`src/rtl/video_term_ctrl.sv`:
```
// Character-terminal controller: turns a byte stream into character-RAM writes,
// cursor movement, ring-buffer scrolling with bottom-line clears, and full clears.
module video_term_ctrl #(
   parameter int          COLS           = 40,
   parameter int          ROWS           = 25,
   parameter int          RAM_SIZE       = 1000,
   parameter logic [7:0]  FILL_CHAR      = 8'h00,
   parameter int          VSCROLL_CYCLES = 4,
   parameter int          CLEAR_CYCLES   = 1002
) (
   input  logic       cpu_clk,
   input  logic       reset_n,
   input  logic       char_valid,
   input  logic [7:0] char_data,
   output logic       char_ready,
   output logic       video_ce,
   output logic       video_we,
   output logic [9:0] video_addr,
   output logic [7:0] video_data,
   output logic       video_vscroll,
   output logic       video_clear,
   output logic [5:0] cursor_col,
   output logic [4:0] cursor_row,
   output logic       busy
);

   typedef enum logic [2:0] {
      ST_IDLE   = 3'd0,
      ST_WRITE  = 3'd1,
      ST_SCROLL = 3'd2,
      ST_LCLR   = 3'd3,
      ST_CLEAR  = 3'd4
   } state_t;

   localparam logic [5:0]  LAST_COL = 6'(COLS - 1);
   localparam logic [4:0]  LAST_ROW = 5'(ROWS - 1);
   localparam logic [9:0]  COLS10   = 10'(COLS);
   localparam logic [9:0]  BASE_MAX = 10'(RAM_SIZE - COLS);
   localparam logic [10:0] RAM11    = 11'(RAM_SIZE);
   localparam logic [10:0] VS_LAST  = 11'(VSCROLL_CYCLES - 1);
   localparam logic [10:0] CLR_LOAD = 11'(CLEAR_CYCLES);
   localparam logic [10:0] LCLR_END = 11'(COLS - 1);

   // Screen position to RAM address, folded once around the ring.
   function automatic logic [9:0] ram_addr(input logic [9:0] b, input logic [4:0] r,
                                           input logic [5:0] c);
      logic [10:0] lin;
      lin = 11'(b) + 11'(r) * 11'(COLS) + 11'(c);
      return (lin >= RAM11) ? 10'(lin - RAM11) : lin[9:0];
   endfunction

   state_t      state_r, state_n;
   logic [5:0]  col_r, col_n;
   logic [4:0]  row_r, row_n;
   logic [9:0]  base_r, base_n;
   logic [10:0] cnt_r, cnt_n;
   logic        we_r, we_n;
   logic [9:0]  addr_r, addr_n;
   logic [7:0]  data_r, data_n;
   logic        vscroll_r, vscroll_n;
   logic        clear_r, clear_n;
   logic        newline_s;

   // Next-state, cursor, ring base and next registered output values.
   always_comb begin
      state_n   = state_r;
      col_n     = col_r;
      row_n     = row_r;
      base_n    = base_r;
      cnt_n     = cnt_r;
      we_n      = 1'b0;
      addr_n    = addr_r;
      data_n    = 8'h00;
      clear_n   = 1'b0;
      newline_s = 1'b0;
      case (state_r)
         ST_IDLE: begin
            if (char_valid) begin
               if (char_data >= 8'h20) begin
                  state_n = ST_WRITE;
                  we_n    = 1'b1;
                  addr_n  = ram_addr(base_r, row_r, col_r);
                  data_n  = char_data;
               end else begin
                  case (char_data)
                     8'h0D:   col_n = 6'd0;
                     8'h0A:   newline_s = 1'b1;
                     8'h08:   col_n = (col_r != 6'd0) ? col_r - 6'd1 : col_r;
                     8'h0C: begin
                        state_n = ST_CLEAR;
                        clear_n = 1'b1;
                        cnt_n   = CLR_LOAD;
                     end
                     default: col_n = col_r;
                  endcase
               end
            end else begin
               state_n = ST_IDLE;
            end
         end
         ST_WRITE: begin
            if (col_r != LAST_COL) begin
               col_n   = col_r + 6'd1;
               state_n = ST_IDLE;
            end else begin
               col_n     = 6'd0;
               newline_s = 1'b1;
            end
         end
         ST_SCROLL: begin
            if (cnt_r == 11'd0) begin
               base_n  = (base_r == BASE_MAX) ? 10'd0 : base_r + COLS10;
               state_n = ST_LCLR;
               cnt_n   = 11'd0;
               we_n    = 1'b1;
               addr_n  = ram_addr(base_n, LAST_ROW, 6'd0);
               data_n  = FILL_CHAR;
            end else begin
               cnt_n = cnt_r - 11'd1;
            end
         end
         // cnt_r is the column currently on the write port.
         ST_LCLR: begin
            if (cnt_r == LCLR_END) begin
               state_n = ST_IDLE;
            end else begin
               cnt_n  = cnt_r + 11'd1;
               we_n   = 1'b1;
               addr_n = ram_addr(base_r, LAST_ROW, cnt_r[5:0] + 6'd1);
               data_n = FILL_CHAR;
            end
         end
         ST_CLEAR: begin
            if (cnt_r == 11'd0) begin
               state_n = ST_IDLE;
               col_n   = 6'd0;
               row_n   = 5'd0;
            end else begin
               cnt_n = cnt_r - 11'd1;
            end
         end
         default: state_n = ST_IDLE;
      endcase
      if (newline_s) begin
         if (row_r != LAST_ROW) begin
            row_n   = row_r + 5'd1;
            state_n = ST_IDLE;
         end else begin
            state_n = ST_SCROLL;
            cnt_n   = VS_LAST;
         end
      end else begin
         row_n = row_n;
      end
      vscroll_n = (state_n == ST_SCROLL);
   end

   // State, cursor, base and output registers.
   always_ff @(posedge cpu_clk or negedge reset_n) begin
      if (!reset_n) begin
         state_r   <= ST_IDLE;
         col_r     <= 6'd0;
         row_r     <= 5'd0;
         base_r    <= 10'd0;
         cnt_r     <= 11'd0;
         we_r      <= 1'b0;
         addr_r    <= 10'd0;
         data_r    <= 8'h00;
         vscroll_r <= 1'b0;
         clear_r   <= 1'b0;
      end else begin
         state_r   <= state_n;
         col_r     <= col_n;
         row_r     <= row_n;
         base_r    <= base_n;
         cnt_r     <= cnt_n;
         we_r      <= we_n;
         addr_r    <= addr_n;
         data_r    <= data_n;
         vscroll_r <= vscroll_n;
         clear_r   <= clear_n;
      end
   end

   assign char_ready    = (state_r == ST_IDLE);
   assign busy          = (state_r != ST_IDLE);
   assign video_ce      = we_r;
   assign video_we      = we_r;
   assign video_addr    = addr_r;
   assign video_data    = data_r;
   assign video_vscroll = vscroll_r;
   assign video_clear   = clear_r;
   assign cursor_col    = col_r;
   assign cursor_row    = row_r;

endmodule

```
`config.mk`:
```
export PLATFORM = sky130hd
export DESIGN_NAME = video_term_ctrl
export DESIGN_NICKNAME = d
export VERILOG_FILES = /design/src/rtl/video_term_ctrl.sv
export SDC_FILE = /design/constraint.sdc
export NUM_CORES = 1
export LEC_CHECK = 0
export ABC_CLOCK_PERIOD_IN_PS = 4900
export CAP_MARGIN = 20
export CELL_PAD_IN_SITES_DETAIL_PLACEMENT = 0
export CELL_PAD_IN_SITES_GLOBAL_PLACEMENT = 1
export CORE_ASPECT_RATIO = 1.75
export CORE_MARGIN = 2
export CORE_UTILIZATION = 45
export CTS_CLUSTER_DIAMETER = 150
export CTS_CLUSTER_SIZE = 28
export DETAILED_ROUTE_END_ITERATION = 16
export GPL_TIMING_DRIVEN = 0
export PLACE_DENSITY_LB_ADDON = 0.1
export SLEW_MARGIN = 20
export SYNTH_ARGS = -nofsm -noshare
export SYNTH_HDL_FRONTEND = slang
export SYNTH_SLANG_ARGS = --single-unit
```
`constraint.sdc`:
```
create_clock -name cpu_clk -period 4.9 [get_ports cpu_clk]
set_clock_uncertainty 0.05 [all_clocks]
set_input_delay 0.735 -clock cpu_clk [delete_from_list [all_inputs] [get_ports cpu_clk]]
set_output_delay 0.735 -clock cpu_clk [all_outputs]
set_load 0.01 [all_outputs]
```
Word-level counts from Yosys, hierarchy flattened
Cells that the tools add are included.

Register bits after elaboration: 56. Output and inout bits: 35. Logic and storage cells: 116.

$add $sub $neg: 15. Multipliers: 1. $lt $le $gt $ge: 4. Equal/unequal tests: 21. Mux-type cells: 56. Reduce and logical (&&, ||, !) cells: 9.

Operators by type and width (number): two-way mux 11 bit (8); two-way mux 10 bit (8); one-hot mux 11 bit (4 select lines) (1); greater-or-equal comparator 11 x 10 -> 1 bit, second input constant (3); equality test 8 x 4 -> 1 bit, second input constant (4); two-way mux 6 bit (5); one-hot mux 10 bit (3 select lines) (1); subtractor 10 bit, second input constant (3); two-way mux 3 bit (8); two-way mux 8 bit (3); adder 10 x 10 -> 11 bit, second input constant (2); adder 11 x 6 -> 11 bit (2); two-way mux 5 bit (4); one-hot mux 6 bit (3 select lines) (1); one-hot mux 3 bit (5 select lines) (1); adder 6 x 1 -> 6 bit, second input constant (2); two-way mux 1 bit (12); one-hot mux 6 bit (2 select lines) (1); adder 10 x 11 -> 11 bit (1); adder 11 x 1 -> 11 bit, second input constant (1); equality test 11 x 6 -> 1 bit, second input constant (1); logical NOT 11 bit (1); subtractor 11 x 1 -> 11 bit, second input constant (1); adder 10 x 6 -> 10 bit, second input constant (1); 23 further kinds (31).

Longest topological paths before layout
Gate-level depths: netlist (run 1).

Depth after elaboration: 8. Mapped depth: 15. Depth with buffers taken out: 15.

Worst setup path before layout (run 1)
OpenSTA, ideal clock, no wires.

Path type: register to register. Start point: register row_r[1], in the netlist cursor_row[1]. End point: register addr_r[9], in the netlist video_addr[9]. Data arrival time: 3.656 ns. Path slack: 1.065 ns. Stages on the path, launching flop included: 14. Path buffers: 0. Period minus slack after synthesis: 3.835 ns. Path through: dfrtp_1 -> ha_1 -> ha_1 -> fa_1 -> ha_1 -> ha_1 -> o21a_1 -> nor2_1 -> a211o_1 -> a2111oi_4 -> nor4b_1 -> mux2_1 -> o21ai_1 -> o21ai_1.

Cells in the longest elaborated chain, start to end: 8. Elaborated cells between the ends (all ways): 9.

Ends and longest elaborated chain: start, declared (RTL line 54) `logic [4:0] row_r, row_n;`; start signal, assigned (RTL line 174) `row_r <= row_n;`; multiplier 5 x 3 -> 8 bit (*) (RTL line 48) `lin = 11'(b) + 11'(r) * 11'(COLS) + 11'(c);`; adder 10 x 11 -> 11 bit (*) (RTL line 48); adder 11 x 6 -> 11 bit (*) (RTL line 48); subtractor 10 bit / greater-or-equal comparator 11 x 10 -> 1 bit (equally long branches) (RTL line 49) `return (lin >= RAM11) ? 10'(lin - RAM11) : lin[9:0];`; two-way mux 10 bit (*) (RTL line 49); two-way mux 10 bit (*) (RTL line 79) `if (char_data >= 8'h20) begin`; two-way mux 10 bit (*) (RTL line 78) `if (char_valid) begin`; one-hot mux 10 bit (3 select lines) (*) (RTL line 76) `case (state_r)`; end signal, assigned (RTL line 178) `addr_r <= addr_n;`; end, declared (RTL line 58) `logic [9:0] addr_r, addr_n;`.

Every way passes the cells marked *; elsewhere a longest branch is shown, timed or not. The select of a mux whose other input is x is not followed. A chain may end at the register's enable or synchronous reset.

Worst setup path after layout (run 1)
Start point: register row_r[1], in the netlist cursor_row[1]. End point: register addr_r[5], in the netlist video_addr[5].

Same word-level chain as after synthesis.

==> metrics.txt, run 1 <==
Seq/Total Area, Yosys 26.4%; Switching Share 28.9%; largest net degree at the start of global routing 32; first-pass GRT wire length 25.7 mm; Cell Chain, Critical Path ha_1 > ha_1 > fa_1 > ha_1 > ha_1 > o21a_1 > nor2_1 > a211o_1 > and3_1 > a311oi_2 > nor2_1 > xnor2_1 > a221o_1; complex-gate fraction of the synthesized area 24.1%; Clk pwr share 36.5%; Syn Std Cell Area 0.00532 mm²; total CTS buffers 5; Power Dens Cells 208 mW/mm²; die area 0.0127 mm²; hold crit path type input port to async pin; dominant cell type by area after synthesis dfrtp_1; number of flops mapped to enable cells by yosys 0; DR vias 5,024; diodes inserted 0; Setup Viol. Count Final 0; max-slew headroom at the worst pin 47.6%; Max Freq 0.233 GHz; Chip Width 86.2 µm; adder and majority cell fraction of the synthesized area 12.4%; dpl hpwl 12.9 mm; xor-xnor portion of the synthesized cell area 6.26%; Post-CTS Resized 0; TritonCTS clock tree yes; first-pass detailed-route iteration total 4; clock-pin slew on the worst setup and hold paths 0.07 ns; Final nets 759; Syn Nets 706; Skew-Pair Late Insertion Delay 0.30 ns; RSZ-0062 raised after global routing false; final wirelength 16.1 mm; sw power 0.000369 W; ANT nets after route 0; async set-or-reset flop fraction in the synthesized netlist 100%; H-tree depth 2; most frequent cell after synthesis nand2_1; largest family of logic cells by synthesized area compound AO/OA/AOI/OAI gates; Crit Path Category flip-flop to flip-flop; Ports 46; Tot Pwr 0.00128 W; Starting Density 46.2%; die height 148 µm; clock period minus worst slack 4.30 ns; crit-path max FO 7; Yosys reg bits 56; initial antenna violation count 0; area of the multi-input gates 0.00366 mm²; clock buffer depth 2; GP Congestion 0.952; Post-Synth Simple-Gate Area 23.8%; Vias/cell 6.02; sequential power share 40.8%; core footprint 0.0115 mm²; average size of a mapped cell 8.23 µm²; number of clock sinks 56; FILL cells 1,142; Hold Buf Count CTS 0; Post-CTS Setup Bufs 0; Final Slew Violations 0; max_cap viols 0; fin crit share 87.7%; max incr delay on CP 0.54 ns; pre-CTS setup slack 0.649 ns; Top FF cell, synth dfrtp_1; DR iter-0 viols 261; per-cell routed wire length 19.4 µm; fin util 53.3%; Worst EP required 5.04 ns; crit path DAT 4.44 ns; # port buffers 45; Worst path slowest cell a311oi_2; area delta synth->final 15.5%; gr ovfl total 0; Total Routing Usage GR 26.1%; PnR worst setup slack 0.604 ns; Final Hold Fails 0; Root Driver clkbuf_16; row count 52; fraction of layout cells with a size suffix above 1 5.87%; drt drc 0; Yosys cell types 80; Syn Inst Count 646; Worst IR Drop VDD 0.160 mV; CP Capture Type flip-flop; status finished, final reports clean; CP most frequent cell ha_1; post-synthesis mux area share 2.38%; Ys Warns 0; Commonest cells post-synth nand2_1, dfrtp_1, a21oi_1, nor2_1, ha_1; logic gate share of total power 22.7%; vias in the first global route 5,069; Leak 2.73 nW; Fin Setup TNS 0 ns; measured slew at the worst slew-check pin 0.786 ns; top-area cell type share of the netlist area 26.4%; Sequential Area 0.00140 mm²; Synth area leaders dfrtp_1, ha_1, nand2_1, a21oi_1, xnor2_1; Internal 0.000909 W; Setup crit start kind flip-flop
## layout make-up
cell class / count / area share [%]
Timing Repair Buffer: 46 / 7.62
Buffer: 34 / 2.24
Inverter: 30 / 1.83
Clock buffer: 5 / 2.04
Sequential cell: 56 / 22.8
Clock inverter: 2 / 0.978
Tap cell: 135 / 2.75
Multi-Input combinational cell: 526 / 59.7
## routing by layer
metal,wire length (µm),track usage (%)
met3,434,2.40
met2,8930,49.2
met5,0,0
met4,828,14.0
met1,5950,27.6
## sequential cells by signal (all words and copies together), names as in the netlist
signal and count:
video_clear 1, state_r 3, cursor_col 6, video_ce 1
cursor_row 5, video_data 8, base_r 10, cnt_r 11
video_addr 10, video_vscroll 1
## worst max-delay path: cells and delay by family (launching register included)
family / cells / cell delay, ns
simple gates: 3 / 0.38
xor+xnor: 1 / 0.19
compound gates: 4 / 1.35
flops: 1 / 0.51
fa+ha+maj: 5 / 1.70
## stage by stage
stage	hold slack (ns)	cells	cell area, µm²
2_1_floorplan	0.389	646	5320
3_3_place_gp	0.421	826	5940
3_5_place_dp	0.424	827	5950
4_1_cts	0.305	834	6140
5_1_grt	0.325	834	6140
6_report	0.294	834	6140
## cell usage in the layout, fill, tap and decap left out, types with 6 or more instances in the layout
master            n
nand2_1          61
dfrtp_1          56
a21oi_1          45
nor2_1           45
clkdlybuf4s50_1  44
ha_1             43
o21ai_0          36
inv_1            29
clkbuf_1         26
xnor2_1          24
nand3_1          19
and2_1           16
nand2b_1         16
nor3_1           15
xor2_1           14
a31oi_1          14
and3_1           13
a21o_1            9
or3_1             8
o211ai_1          8
or2_2             7
mux2i_1           7
o22a_1            6
nand4_1           6
o21ai_1           6
fa_1              6
## logic make-up (layout without fill, tap and decap cells)
logic type / Yosys count / count (layout)
XOR/XNOR: 38 / 38
adder cells (fa/ha/maj): 49 / 49
multiplexers: 12 / 12
flip-flops: 56 / 56
AND/OR/NAND/NOR: 242 / 242
buffers and inverters: 64 / 117
AO/OA/AOI/OAI: 185 / 185
## final timing paths
| path | start | to | slack [ns] | cells after the start |
|---|---|---|---|---|
| setup / recovery | cursor_row[1] | video_addr[5] | 0.60 | 13 |
| hold reg to reg | video_addr[0] | video_addr[0] | 0.43 | 2 |
| max in group asynchronous | reset_n | cnt_r[4] | 3.99 | 2 |
| setup reg to reg | cursor_row[1] | video_addr[5] | 0.60 | 13 |
| min in group cpu_clk | video_addr[0] | video_addr[0] | 0.43 | 2 |
| hold / removal | reset_n | base_r[7] | 0.29 | 1 |
## power by group through the flow
| stage | combinational, W | clock (W) | sequential [W] |
|---|---|---|---|
| 2_1_floorplan | 0.000152 | 0 | 0.000532 |
| 3_3_place_gp | 0.000287 | 0 | 0.000530 |
| 3_5_place_dp | 0.000290 | 0 | 0.000531 |
| 4_1_cts | 0.000292 | 0.000481 | 0.000522 |
| 5_1_grt | 0.000322 | 0.000492 | 0.000525 |
| 6_report | 0.000290 | 0.000467 | 0.000521 |
Power figures use the tool's default switching activity.
==> inputs of run 2 (changes only) <==
--- a/config.mk
+++ b/config.mk
@@ -10,14 +10,13 @@
 export CELL_PAD_IN_SITES_DETAIL_PLACEMENT = 0
 export CELL_PAD_IN_SITES_GLOBAL_PLACEMENT = 1
 export CORE_ASPECT_RATIO = 1.75
-export CORE_MARGIN = 2
 export CORE_UTILIZATION = 45
 export CTS_CLUSTER_DIAMETER = 150
 export CTS_CLUSTER_SIZE = 28
 export DETAILED_ROUTE_END_ITERATION = 16
 export GPL_TIMING_DRIVEN = 0
 export PLACE_DENSITY_LB_ADDON = 0.1
-export SLEW_MARGIN = 20
+export SLEW_MARGIN = 0
 export SYNTH_ARGS = -nofsm -noshare
 export SYNTH_HDL_FRONTEND = slang
 export SYNTH_SLANG_ARGS = --single-unit
==> run 2 against run 1 <==
Compared with the run above:
- the flow now finishes with violations (DRC)
- sequential share of layout area about the same
- power up 0.15%
- global-route usage grew 1.0 points
- final cell count did not move
- critical endpoint is now video_addr[9]
- count of clock-buffer cells in the layout did not move
- via count increased by 0.82%
- highest routed layer unchanged
- critical path depth rose by 1
- wire length rose by 1.0%
- clock power is essentially flat
- fmax increased by 0.17%
==> metrics.txt, run 2 (synthesis results as in run 1) <==
status finished with violations; failing checks DRC; Max Freq 0.233 GHz; first-pass detailed-route iteration total 11; Final nets 759; ANT nets after route 0; # port buffers 45; hold crit path type input port to async pin; die area 0.0123 mm²; Post-CTS Resized 0; Chip Width 84.2 µm; die height 146 µm; Hold Buf Count CTS 0; total CTS buffers 5; Leak 2.73 nW; Vias/cell 6.07; Worst IR Drop VDD 0.159 mV; TritonCTS clock tree yes; register-to-register setup slack 0.61 ns; Ports 46; Final Hold Fails 0; fin crit share 87.5%; Crit Path Category flip-flop to flip-flop; GP Congestion 0.925; CP Buf/Inv Count 2; Total Routing Usage GR 27.1%; Cell Chain, Critical Path clkbuf_1 > and3_1 > nand3_1 > xnor2_1 > ha_1 > clkbuf_1 > or4_1 > o211ai_1 > nor3b_1 > a21oi_1 > and3_1 > mux2i_1 > a221oi_1 > o21ai_1; clock buffer depth 2; dpl hpwl 12.9 mm; Fin Setup TNS 0 ns; vias in the first global route 5,029; DR vias 5,065; diodes inserted 0; core footprint 0.0115 mm²; CP delay by family, top simple AND/OR/NAND/NOR gates; measured slew at the worst slew-check pin 0.802 ns; initial antenna violation count 0; Power Dens Cells 209 mW/mm²; Skew-Pair Late Insertion Delay 0.30 ns; Internal 0.000909 W; Setup Viol. Count Final 0; RSZ-0062 raised after global routing false; pre-CTS setup slack 0.681 ns; final std cells w/o fill 834; fraction of layout cells with a size suffix above 1 5.87%; sequential power share 40.7%; max_cap viols 0; logic gate share of total power 22.8%; crit-path max FO 9; crit path DAT 4.40 ns; final hold slack 0.389 ns; Inst Count DP 827; DR iter-0 viols 244; Worst EP required 5.01 ns; Worst path slowest cell or4_1; commonest cells after routing, fill and taps aside nand2_1, dfrtp_1, a21oi_1, nor2_1, clkdlybuf4s50_1; H-tree depth 2; Biggest register cnt_r; largest net degree at the start of global routing 33; per-cell routed wire length 19.6 µm; clock-pin slew on the worst setup and hold paths 0.07 ns; Setup crit start kind flip-flop; sw power 0.000371 W; Starting Density 46.2%; Switching Share 29.0%; max FFs per register 11; final wirelength 16.3 mm; Clk pwr share 36.6%; Final Slew Violations 0; max incr delay on CP 0.55 ns; commonest non-fill, non-tap cell in the layout nand2_1; Post-CTS Setup Bufs 0; PnR worst setup slack 0.611 ns; clock period minus worst slack 4.29 ns; row count 52; Root Driver clkbuf_16; drt drc 2; CP Capture Type flip-flop; max-slew headroom at the worst pin 46.5%; first-pass GRT wire length 25.9 mm; gr ovfl total 0; area delta synth->final 15.4%; number of clock sinks 56
[run 2: power groups by stage]
stage / logic [W] / clock network (W) / registers [W]
after CTS: 0.000292 / 0.000475 / 0.000521
after global routing: 0.000322 / 0.000488 / 0.000525
final: 0.000291 / 0.000468 / 0.000520
after detailed placement: 0.000290 / 0 / 0.000530
after floorplan: 0.000152 / 0 / 0.000532
after global placement: 0.000286 / 0 / 0.000529
[run 2: through the flow]
step | area (µm²) | power, W | utilization [%]
6_report | 6140 | 0.00128 | 53.3
5_1_grt | 6140 | 0.00133 | 53.3
4_1_cts | 6140 | 0.00129 | 53.3
3_5_place_dp | 5950 | 0.000820 | 51.7
3_3_place_gp | 5940 | 0.000815 | 51.5
2_1_floorplan | 5320 | 0.000684 | -
[run 2: worst reg2reg max path, stage by stage (launching register included)]
cell and delay [ns]:
dfrtp_1 0.33, clkbuf_1 0.29, and3_1 0.32, nand3_1 0.12, xnor2_1 0.53, ha_1 0.34
clkbuf_1 0.20, or4_1 0.56, o211ai_1 0.10, nor3b_1 0.13, a21oi_1 0.22, and3_1 0.21
mux2i_1 0.08, a221oi_1 0.53, o21ai_1 0.14
[run 2: final timing paths]
| kind | from | to | depth (start not counted) |
|---|---|---|---|
| min | reset_n | base_r[7] | 1 |
| max reg2reg | cnt_r[2] | video_addr[9] | 14 |
| min reg2reg | video_addr[2] | video_addr[2] | 2 |
| max | cnt_r[2] | video_addr[9] | 14 |
| min in group cpu_clk | video_addr[2] | video_addr[2] | 2 |
| max in group asynchronous | reset_n | cnt_r[0] | 2 |
[run 2: layer usage]
layer	track usage (%)	up-vias	part of all wire [%]	wire length [µm]
li1	-	2465	-	-
met1	28.0	2411	37	5980
met2	52.3	147	54	8880
met3	2.78	42	3.8	624
met4	14.8	0	5.1	837
met5	0	-	0	0
[run 2: cell type report]
type,instances,area [µm²]
multi-input cells,526,3660
plain buffers,34,138
well taps,135,169
flip-flops and latches,56,1400
inverters,30,113
repair buffers,46,465
fillers,1141,5380
clock buffers,5,125
clock inverters,2,60.1
